**src/rtl/ddr3_axi_ctrl.sv**
```systemverilog
// ddr3_axi_ctrl: AXI4 slave front end issuing one store/fetch burst at a time to a DDR3 controller port.
// Illegal bursts never reach memory; they are drained or synthesised locally with SLVERR.
module ddr3_axi_ctrl #(
    parameter int WIDTH = 32,
    parameter int MASKS = WIDTH / 8,
    parameter int ADDRS = 32
) (
    input  logic             clock,
    input  logic             reset,
    input  logic             axi_awvalid_i,
    output logic             axi_awready_o,
    input  logic [ADDRS-1:0] axi_awaddr_i,
    input  logic [3:0]       axi_awid_i,
    input  logic [7:0]       axi_awlen_i,
    input  logic [1:0]       axi_awburst_i,
    input  logic             axi_wvalid_i,
    output logic             axi_wready_o,
    input  logic             axi_wlast_i,
    input  logic [MASKS-1:0] axi_wstrb_i,
    input  logic [WIDTH-1:0] axi_wdata_i,
    output logic             axi_bvalid_o,
    input  logic             axi_bready_i,
    output logic [1:0]       axi_bresp_o,
    output logic [3:0]       axi_bid_o,
    input  logic             axi_arvalid_i,
    output logic             axi_arready_o,
    input  logic [ADDRS-1:0] axi_araddr_i,
    input  logic [3:0]       axi_arid_i,
    input  logic [7:0]       axi_arlen_i,
    input  logic [1:0]       axi_arburst_i,
    output logic             axi_rvalid_o,
    input  logic             axi_rready_i,
    output logic             axi_rlast_o,
    output logic [1:0]       axi_rresp_o,
    output logic [3:0]       axi_rid_o,
    output logic [WIDTH-1:0] axi_rdata_o,
    output logic             mem_store_o,
    output logic             mem_fetch_o,
    input  logic             mem_accept_i,
    input  logic             mem_error_i,
    output logic [3:0]       mem_req_id_o,
    output logic [ADDRS-1:0] mem_addr_o,
    output logic             mem_valid_o,
    input  logic             mem_ready_i,
    output logic             mem_last_o,
    output logic [MASKS-1:0] mem_wrmask_o,
    output logic [WIDTH-1:0] mem_wrdata_o,
    input  logic             mem_valid_i,
    output logic             mem_ready_o,
    input  logic             mem_last_i,
    input  logic [3:0]       mem_resp_id_i,
    input  logic [WIDTH-1:0] mem_rddata_i
);
    localparam logic [2:0] IDLE = 3'd0, WCMD = 3'd1, WDATA = 3'd2, WRESP = 3'd3, RCMD = 3'd4, RDATA = 3'd5;
    logic [2:0]       state_q, state_d;
    logic             rdy_q, ill_q, err_q;
    logic [ADDRS-1:0] addr_q;
    logic [3:0]       id_q;
    logic [7:0]       len_q, beat_q;
    logic             aw_hs, ar_hs, aw_legal, ar_legal, wr, rd;
    assign aw_hs    = rdy_q & axi_awvalid_i;
    assign ar_hs    = axi_arready_o & axi_arvalid_i;
    assign aw_legal = axi_awburst_i == 2'b01 && axi_awlen_i == 8'd3;
    assign ar_legal = axi_arburst_i == 2'b01 && axi_arlen_i == 8'd3;
    assign wr       = state_q == WDATA;
    assign rd       = state_q == RDATA;
    always_comb begin
        state_d = state_q;
        case (state_q)
            IDLE:    state_d = aw_hs ? (aw_legal ? WCMD : WDATA) : ar_hs ? (ar_legal ? RCMD : RDATA) : IDLE;
            WCMD:    state_d = mem_accept_i ? WDATA : WCMD;
            WDATA:   state_d = axi_wvalid_i && axi_wready_o && axi_wlast_i ? WRESP : WDATA;
            WRESP:   state_d = axi_bready_i ? IDLE : WRESP;
            RCMD:    state_d = mem_accept_i ? RDATA : RCMD;
            RDATA:   state_d = axi_rvalid_o && axi_rready_i && axi_rlast_o ? IDLE : RDATA;
            default: state_d = IDLE;
        endcase
    end
    always_ff @(posedge clock) begin
        if (reset) begin
            state_q <= IDLE;
            rdy_q   <= 1'b0;
            ill_q   <= 1'b0;
            err_q   <= 1'b0;
            addr_q  <= '0;
            id_q    <= '0;
            len_q   <= '0;
            beat_q  <= '0;
        end else begin
            state_q <= state_d;
            rdy_q   <= state_d == IDLE;
            if (aw_hs) begin
                addr_q <= axi_awaddr_i;
                id_q   <= axi_awid_i;
                len_q  <= axi_awlen_i;
                ill_q  <= !aw_legal;
                err_q  <= !aw_legal;
                beat_q <= '0;
            end else if (ar_hs) begin
                addr_q <= axi_araddr_i;
                id_q   <= axi_arid_i;
                len_q  <= axi_arlen_i;
                ill_q  <= !ar_legal;
                err_q  <= 1'b0;
                beat_q <= '0;
            end else begin
                // error is only sampled before WRESP so the B payload stays stable while waiting
                if ((state_q == WCMD || wr) && mem_error_i) err_q <= 1'b1;
                if (axi_rvalid_o && axi_rready_i) beat_q <= beat_q + 8'd1;
            end
        end
    end
    assign axi_awready_o = rdy_q;
    assign axi_arready_o = rdy_q & ~axi_awvalid_i;
    assign mem_store_o   = state_q == WCMD;
    assign mem_fetch_o   = state_q == RCMD;
    assign mem_addr_o    = addr_q & ~ADDRS'(MASKS - 1);
    assign mem_req_id_o  = id_q;
    assign axi_wready_o  = wr & (ill_q | mem_ready_i);
    assign mem_valid_o   = wr & ~ill_q & axi_wvalid_i;
    assign mem_last_o    = wr & ~ill_q & axi_wlast_i;
    assign mem_wrdata_o  = axi_wdata_i;
    assign mem_wrmask_o  = axi_wstrb_i;
    assign axi_bvalid_o  = state_q == WRESP;
    assign axi_bid_o     = id_q;
    assign axi_bresp_o   = axi_bvalid_o && err_q ? 2'b10 : 2'b00;
    assign axi_rvalid_o  = rd & (ill_q | mem_valid_i);
    assign mem_ready_o   = rd & ~ill_q & axi_rready_i;
    assign axi_rdata_o   = ill_q ? '0 : mem_rddata_i;
    assign axi_rlast_o   = rd & (ill_q ? beat_q == len_q : mem_last_i);
    assign axi_rid_o     = ill_q ? id_q : mem_resp_id_i;
    assign axi_rresp_o   = rd && (ill_q || mem_error_i) ? 2'b10 : 2'b00;
endmodule

```
**config.mk**
```make
export PLATFORM = sky130hd
export DESIGN_NAME = ddr3_axi_ctrl
export DESIGN_NICKNAME = d
export VERILOG_FILES = /design/src/rtl/ddr3_axi_ctrl.sv
export SDC_FILE = /design/constraint.sdc
export NUM_CORES = 1
export LEC_CHECK = 0
export ABC_AREA = 0
export CAP_MARGIN = 10
export CORE_AREA = 2 2 118 120
export DETAILED_ROUTE_END_ITERATION = 16
export DIE_AREA = 0 0 120 122
export GPL_ROUTABILITY_DRIVEN = 0
export PLACE_DENSITY_LB_ADDON = 0.15
export SLEW_MARGIN = 40
export SYNTH_ARGS = -nofsm -noshare
export SYNTH_HDL_FRONTEND = slang
export SYNTH_SLANG_ARGS = --single-unit
export TNS_END_PERCENT = 100
```
**constraint.sdc**
```tcl
create_clock -name clock -period 1.6 [get_ports clock]
set_clock_uncertainty 0.2 [all_clocks]
set_input_delay 0.16 -clock clock [delete_from_list [all_inputs] [get_ports clock]]
set_output_delay 0.16 -clock clock [all_outputs]
set_load 0.02 [all_outputs]
```
-- Word level (Yosys, flattened, before mapping)
Index checks and enable logic that the tools add are counted.
- register bits: 58
- input bits: 177
- output and inout bits: 127
- word-level logic and storage cells: 78
- add/sub/neg operators: 1
- eq/ne operators: 10
- mux-type cells: 26
- bitwise logic cells: 15
- reductions and logical operators: 18
- operators by type and width (kind ; number):
    $mux W32 ; 3
    $pmux W3 S6 ; 1
    $eq A8 B2 Y1 const B ; 2
    $mux W8 ; 2
    $mux W4 ; 3
    $and A1 B1 Y1 ; 11
    $mux W2 ; 5
    $logic_and A1 B1 Y1 ; 9
    $mux W1 ; 9
    $mux W3 ; 3
    $add A8 B1 Y8 const B ; 1
    $eq A8 B8 Y1 ; 1
    $eq A3 B2 Y1 const B ; 2
    $eq A3 B3 Y1 const B ; 2
    $logic_not A3 Y1 ; 2
    $eq A2 B1 Y1 const B ; 2
    $eq A3 B1 Y1 const B ; 1
    $reduce_bool A3 Y1 ; 1
    $reduce_or A3 Y1 ; 1
    $logic_not A1 Y1 ; 2
    $logic_or A1 B1 Y1 ; 2
    $not A1 Y1 ; 2
    $or A1 B1 Y1 ; 2
    $reduce_bool A2 Y1 ; 1

-- Depth between registers and ports, before layout
Gate-level depths: netlist (run 1).
- word-level depth: 7
- mapped depth: 6
- mapped depth without buffers: 5

-- Worst setup path after synthesis (run 1)
OpenSTA, ideal clock, no wires.
- path type: register -> register
- from: register rdy_q, in the netlist axi_awready_o
- to: register addr_q[10]
- setup time: 91 ps
- arrival time: 1689 ps
- required time: 1309 ps
- path slack: -380 ps
- stages on the path, launching flop included: 7
- buffers on the path: 2
- period minus slack after synthesis: 1980 ps
- cells stage by stage: dfxtp_1 > nor2b_1 > and2_1 > buf_2 > buf_2 > nand2_1 > a311oi_1
- word-level cells in the longest chain between the ends: 3
- elaborated cells between the ends (all ways): 5
- those cells by class: mux (1); bitwise (3); reduce/logical (1)
- RTL lines (element ; line ; source):
    start, declared ; 56 ; logic rdy_q, ill_q, err_q;
    start signal, assigned ; 82 ; rdy_q <= 1'b0;
    start signal, assigned ; 91 ; rdy_q <= state_d == IDLE;
    $and A1 B1 Y1 ; 114 ; assign axi_arready_o = rdy_q & ~axi_awvalid_i;
    named net axi_arready_o ; 26 ; output logic axi_arready_o,
    $and A1 B1 Y1 ; 62 ; assign ar_hs = axi_arready_o & axi_arvalid_i;
    $reduce_bool A2 Y1 (no line) ; n/a ;
    end signal, assigned ; 93 ; addr_q <= axi_awaddr_i;
    end signal, assigned ; 100 ; addr_q <= axi_araddr_i;
    end, declared ; 57 ; logic [ADDRS-1:0] addr_q;
The timed path passes the listed nets, and every way through them passes these cells.
A chain may end at the register's enable or synchronous reset.

-- Worst setup path in the final report (run 1)
- from: register beat_q[0]
- to: output axi_rlast_o
- word-level cells in the longest chain between the ends: 3
- RTL lines (element ; line ; source):
    start, declared ; 59 ; logic [7:0] len_q, beat_q;
    start signal, assigned ; 109 ; if (axi_rvalid_o && axi_rready_i) beat_q <= beat_q + 8'd1;
    $eq A8 B8 Y1 ; 130 ; assign axi_rlast_o = rd & (ill_q ? beat_q == len_q : mem_last_i);
    $mux W1 ; 130 ;
    $and A1 B1 Y1 ; 130 ;
    end, declared ; 33 ; output logic axi_rlast_o,
No other way between the ends.

==> results of run 1 <==
-- through the flow --
| stage | hold slack, ps | setup TNS (ps) | cells | setup slack [ps] |
|---|---|---|---|---|
| final | 52.19 | -3019 | 849 | -251.3 |
| after global placement | 120.1 | -23950 | 815 | -499.0 |
| after detailed placement | 120.1 | -26080 | 815 | -520.5 |
| after CTS | 65.50 | -2278 | 824 | -303.4 |
| after global routing | 63.68 | -6204 | 849 | -377.3 |
| after floorplan | 119.0 | -14.25 | 430 | -14.25 |
-- final cells by class --
type                            instances  area (sq um)  area share
Timing Repair Buffer                  302          3069      0.4508
Multi-Input combinational cell        301          2215      0.3252
Sequential cell                        56          1145      0.1681
Tap cell                              180         225.2     0.03308
Clock buffer                            7         142.6     0.02095
Clock inverter                          1         6.256   0.0009188
Inverter                                1         3.754   0.0005513
Antenna cell                            1         2.502   0.0003675
-- critical path, cell delays in order, from the launching register on --
cell and delay (ps):
dfxtp_2 320, xor2_1 170, nor4_2 260, nand4_1 190
nand2_1 130, buf_6 120
-- report_power, final --
part           internal (W)  total (W)  switching (W)  leakage, nW
registers           0.00168    0.00185       0.000170        0.465
clock network      0.000628    0.00116       0.000531       0.0745
logic               0.00188    0.00371        0.00183         2.46
-- layer usage --
metal,share of wire,vias up
met4,0.014,0
met2,0.50,147
met5,0,-
li1,-,1905
met3,0.077,25
met1,0.41,1839
-- cells in the mapped netlist, types with 2 or more instances --
library cell	n
nor3b_1	3
or3_1	2
nor4_1	3
clkbuf_1	21
and3_1	4
dfxtp_1	56
and2_1	4
nand4_1	4
a21oi_1	11
a311oi_1	38
nor2_1	57
nand2_1	84
xnor2_1	6
mux2_2	4
o21ai_0	5
and4_1	2
nor2b_1	34
xor2_1	9
buf_4	44
buf_2	8
nor3_1	3
a22oi_1	7
-- sequential cells by signal, summed over array words and instances, names as in the netlist --
name / cells
axi_bid_o: 4
state_q: 3
len_q: 8
err_q: 1
ill_q: 1
axi_awready_o: 1
beat_q: 8
addr_q: 30
-- how the worst max path moves through the flow --
stage                                start                        to  slack, ps  cells after the start
floorplan            len_q[6]$_SDFFE_PP0P_  axi_awready_o$_SDFF_PP0_        -10                      5
global placement            axi_arlen_i[5]  axi_awready_o$_SDFF_PP0_       -500                      6
detailed placement          axi_arlen_i[5]  axi_awready_o$_SDFF_PP0_       -520                      6
CTS                  len_q[0]$_SDFFE_PP0P_               axi_rlast_o       -300                      5
global route        beat_q[0]$_SDFFE_PP0P_               axi_rlast_o       -380                      5
finish              beat_q[0]$_SDFFE_PP0P_               axi_rlast_o       -250                      5
-- what timing repair did --
action	4_1_cts	5_1_grt
setup buffers	1	15
gates cloned	0	10
endpoints found under the setup margin	120	81
gates resized for setup	260	192
pin swaps	15	17
-- cells by family (layout without fill, tap and decap cells) --
logic type,count (synthesis),in the layout,synth area share
AND/OR/NAND/NOR,208,209,0.2998
XOR/XNOR,15,15,0.04005
adder cells (fa/ha/maj),1,1,0.003813
flip-flops,56,56,0.3417
AO/OA/AOI/OAI,67,67,0.1587
multiplexers,5,5,0.01678
other,1,5,0.001143
buffers and inverters,74,311,0.1381
==> results.sh, run 1 <==
export IMPL_status="finished with violations"
export IMPL_violations="negative setup slack"
export IMPL_rr_worst_depth=6
export IMPL_htree_levels=2
export IMPL_fillCellCount=1274
export IMPL_die_y_um=122
export IMPL_vias=3916
export IMPL_antenna_found_initial=1
export IMPL_core_area_sq_um=13500
export IMPL_synth_top_area_frac=0.3417
export IMPL_clk_path_buf_depth=2
export IMPL_finalSetupViolCount=35
export IMPL_seq_area_frac_synth=0.3417
export IMPL_ios=304
export IMPL_maxCapViolCount=0
export IMPL_grt_max_degree=49
export IMPL_hold_viol=0
export IMPL_grt_usage=0.1656
export IMPL_top_usage_layer="met2"
export IMPL_syn_cell_area_sq_um=3281
export IMPL_p_per_area_nw_per_um2=987.1
export IMPL_power_ir_vdd_worst_uv=548.2
export IMPL_rr_startpoint="beat_q[0]$_SDFFE_PP0P_"
export IMPL_cp_data_required_time_ps=1240
export IMPL_dpl_hpwl_um=9728
export IMPL_place_area_sq_um=5811
export IMPL_synthArstFlopShare=0
export IMPL_initial_core_util=0.2429
export IMPL_use_met1=0.1903
export IMPL_power_w=0.006721
export IMPL_cp_arrival_ps=1490
export IMPL_firstDrtPassIters=7
export IMPL_use_met2=0.2919
export IMPL_hold_path_endpoint="len_q[6]$_SDFFE_PP0P_"
export IMPL_yosysWarnings=0
export IMPL_dieArea_sq_um=14640
export IMPL_synth_top_cells_by_area="dfxtp_1 34%, a311oi_1 10%, buf_4 10%"
export IMPL_grtUsageMet3=0.05243
export IMPL_synth_enable_flop_cells=0
export IMPL_cts_hold_buf=0
export IMPL_period_needed_ps=1851
export IMPL_grt_pass1_vias=3914
export IMPL_cts_buffers_inserted=5
export IMPL_yosys_cell_types_count=40
export IMPL_layout_commonest_cell="clkdlybuf4s50_1"
export IMPL_worst_setup_path_end_kind="output pin"
export IMPL_grt_pass1_wl_um=19180
export IMPL_insertion_delay_ps=290
export IMPL_portBuffers=223
export IMPL_min_path_cells=3
export IMPL_crit_fanout=2
export IMPL_slew_violations=0
export IMPL_syn_inst=427
export IMPL_leakagePower_nw=2.996
export IMPL_rsz0062_at_grt="true"
export IMPL_dr_first_iter_drc_count=88
export IMPL_worstHoldStart="axi_awlen_i[6]"
export IMPL_via_per_inst=4.612
export IMPL_rrSetupSlack_ps=-220
export IMPL_setup_slack_ps=-251.3
export IMPL_clk_pin_slew_ps=70
export IMPL_stdcell_area_sq_um=6809
export IMPL_wirelength_um=14340
export IMPL_syn2layout_area_growth_pct=107.6
export IMPL_final_cell_mix="128 x clkdlybuf4s50_1, 77 x nand2_1, 60 x buf_4, 49 x nor2_1, 48 x buf_6"
export IMPL_ant_nets=0
export IMPL_clock_sinks=56
export IMPL_crit_path_start_kind="flip-flop"
export IMPL_row_count=43
export IMPL_drive_above_1_share=0.3458
export IMPL_cts_tree="yes"
export IMPL_nets=845
export IMPL_fmax_ghz=0.5402
export IMPL_drc=0
export IMPL_path_class="flip-flop to output pin"
export IMPL_avgSynthCellArea_sq_um=7.683
export IMPL_synth_flop_cell="dfxtp_1"
export IMPL_synth_seq_cells=56
export IMPL_finalCritPeriodShare=1.157
export IMPL_grt_ovfl_total=0
export IMPL_r2r_end="axi_awready_o$_SDFF_PP0_"
export IMPL_utilization=0.5042
export IMPL_min_path_type="input pin to flip-flop"
export IMPL_detail_route_wl_per_cell_um=16.88
export IMPL_cts_root_buf="clkbuf_16"
export IMPL_netlist_top_cell_by_area="dfxtp_1"
export IMPL_die_w_um=120
Power figures use the tool's default switching activity.
==> run 2: changes to the inputs <==
--- a/config.mk
+++ b/config.mk
@@ -7,9 +7,10 @@
 export LEC_CHECK = 0
 export ABC_AREA = 0
 export CAP_MARGIN = 10
-export CORE_AREA = 2 2 118 120
+export CORE_AREA = 2 2 116 118
+export CTS_BUF_LIST = sky130_fd_sc_hd__clkbuf_2 sky130_fd_sc_hd__clkbuf_4 sky130_fd_sc_hd__clkbuf_8
 export DETAILED_ROUTE_END_ITERATION = 16
-export DIE_AREA = 0 0 120 122
+export DIE_AREA = 0 0 118 120
 export GPL_ROUTABILITY_DRIVEN = 0
 export PLACE_DENSITY_LB_ADDON = 0.15
 export SLEW_MARGIN = 40
==> results.sh, run 2 (synthesis results as in run 1) <==
export IMPL_status="finished with violations"
export IMPL_violations="negative setup slack"
export IMPL_setup_slack_ps=-248.4
export IMPL_finalSetupViolCount=40
export IMPL_maxCapViolCount=0
export IMPL_initial_core_util=0.2527
export IMPL_fin_hold_ws_ps=11.68
export IMPL_p_comb_frac=0.575
export IMPL_antenna_cells=0
export IMPL_power_frac_seq=0.284
export IMPL_antenna_found_initial=0
export IMPL_firstDrtPassIters=4
export IMPL_insertion_delay_ps=310
export IMPL_place_area_sq_um=5769
export IMPL_routed_top_layer="met4"
export IMPL_clk_pin_slew_ps=100
export IMPL_vias=3920
export IMPL_drive_above_1_share=0.3493
export IMPL_p_clk_frac=0.141
export IMPL_hold_viol=0
export IMPL_crit_fanout=3
export IMPL_cts_tree="yes"
export IMPL_p_per_area_nw_per_um2=954.5
export IMPL_regMostFlops="addr_q"
export IMPL_leakagePower_nw=2.980
export IMPL_grt_ovfl_total=0
export IMPL_dieArea_sq_um=14160
export IMPL_grt_usage=0.1772
export IMPL_detail_route_wl_per_cell_um=17.04
export IMPL_dpl_hpwl_um=9940
export IMPL_crit_path_start_kind="flip-flop"
export IMPL_syn2layout_area_growth_pct=108.4
export IMPL_die_y_um=120
export IMPL_grt_pass1_wl_um=20270
export IMPL_power_switching_w=0.002485
export IMPL_power_w=0.006526
export IMPL_nets=846
export IMPL_ios=304
export IMPL_power_ir_vdd_worst_uv=437.0
export IMPL_finalCritPeriodShare=1.155
export IMPL_cp_data_required_time_ps=1650
export IMPL_cts_root_buf="clkbuf_8"
export IMPL_portBuffers=223
export IMPL_slew_violations=0
export IMPL_via_per_inst=4.650
export IMPL_dr_first_iter_drc_count=80
export IMPL_wl_met1_um=5935
export IMPL_htree_levels=2
export IMPL_grt_max_degree=37
export IMPL_grt_pass1_vias=3920
export IMPL_p_int_w=0.004041
export IMPL_cts_buffers_inserted=5
export IMPL_reg_top3="addr_q (30), beat_q (8), len_q (8)"
export IMPL_drc=0
export IMPL_clock_sinks=56
export IMPL_wirelength_um=14370
export IMPL_dr_wl_met2_um=7333
export IMPL_die_w_um=118
export IMPL_dr_wl_met3_um=961
export IMPL_clk_path_buf_depth=2
export IMPL_switching_share=0.3808
export IMPL_ant_nets=0
export IMPL_row_count=42
export IMPL_final_cell_mix="128 x clkdlybuf4s50_1, 70 x nand2_1, 59 x buf_4, 48 x nor2_1, 46 x dfxtp_1"
export IMPL_worst_setup_path_end_kind="flip-flop"
export IMPL_rsz0062_at_grt="true"
export IMPL_cp_arrival_ps=1900
export IMPL_stdcell_area_sq_um=6838
export IMPL_tns_ps=-4153
export IMPL_utilization=0.5268
export IMPL_period_needed_ps=1848
export IMPL_layout_commonest_cell="clkdlybuf4s50_1"
export IMPL_fmax_ghz=0.5410
export IMPL_core_area_sq_um=12980
export IMPL_largest_reg_flops=30
export IMPL_cts_hold_buf=0
export IMPL_min_path_type="input pin to flip-flop"
export IMPL_path_class="flip-flop to flip-flop"
==> run 2: cell types whose count changed in the layout (fill, tap and decap cells not counted), sizes merged <==
cell and delta:
inv -1, clkbuf -3, dlygate4sd2 +3, buf +1, diode -1, dlymetal6s2s -3
clkdlybuf4s15 +1, bufinv +1
==> run 2: power groups by stage <==
stage          sequential (W)  combinational, W  clock [W]
6_report              0.00185           0.00375   0.000921
5_1_grt               0.00189           0.00399    0.00102
4_1_cts               0.00185           0.00293   0.000957
3_5_place_dp          0.00187           0.00304          0
3_3_place_gp          0.00187           0.00302          0
2_1_floorplan         0.00209           0.00140          0
==> run 2: worst paths after layout <==
path,start,to,slack (ps),depth (start not counted)
worst max-delay path,len_q[0]$_SDFFE_PP0P_,axi_awready_o$_SDFF_PP0_,-250,6
worst min-delay path,reset,beat_q[0]$_SDFFE_PP0P_,10,3
worst max register to register,len_q[0]$_SDFFE_PP0P_,axi_awready_o$_SDFF_PP0_,-250,6
worst min register to register,len_q[0]$_SDFFE_PP0P_,len_q[0]$_SDFFE_PP0P_,280,2
==> run 2: worst max-delay path: stages (launching register included) <==
cell and delay, ps:
dfxtp_2 340, xor2_1 150, nor4_1 270, nand4_1 180, buf_4 180, o31ai_4 260, and4_1 210
==> run 2: final cells by class <==
cell class                 count  area (sq um)
clock buffer                   5         68.82
clock inverter                 1         30.03
fill                        1246          6142
inverter                       1         3.754
multi-input combinational    301          2282
sequential                    56          1141
tap                          176         220.2
timing repair buffer         303          3092
==> run 2: timing repair <==
action,4_1_cts,5_1_grt
buffers inserted,3,16
resized for setup,289,181
cloned,0,10
endpoints found under the setup margin,117,79
pin swaps,18,30
==> run 2: metal layers <==
metal,track usage,vias up
met5,0,-
met3,0.05941,18
met4,0.04367,0
met1,0.2059,1856
li1,-,1900
met2,0.3132,146
==> run 2: through the flow <==
step                std cells  setup slack (ps)
floorplan                 430            -14.25
global placement          808            -563.6
detailed placement        808            -613.3
CTS                       817            -250.3
global route              843            -361.4
finish                    843            -248.4
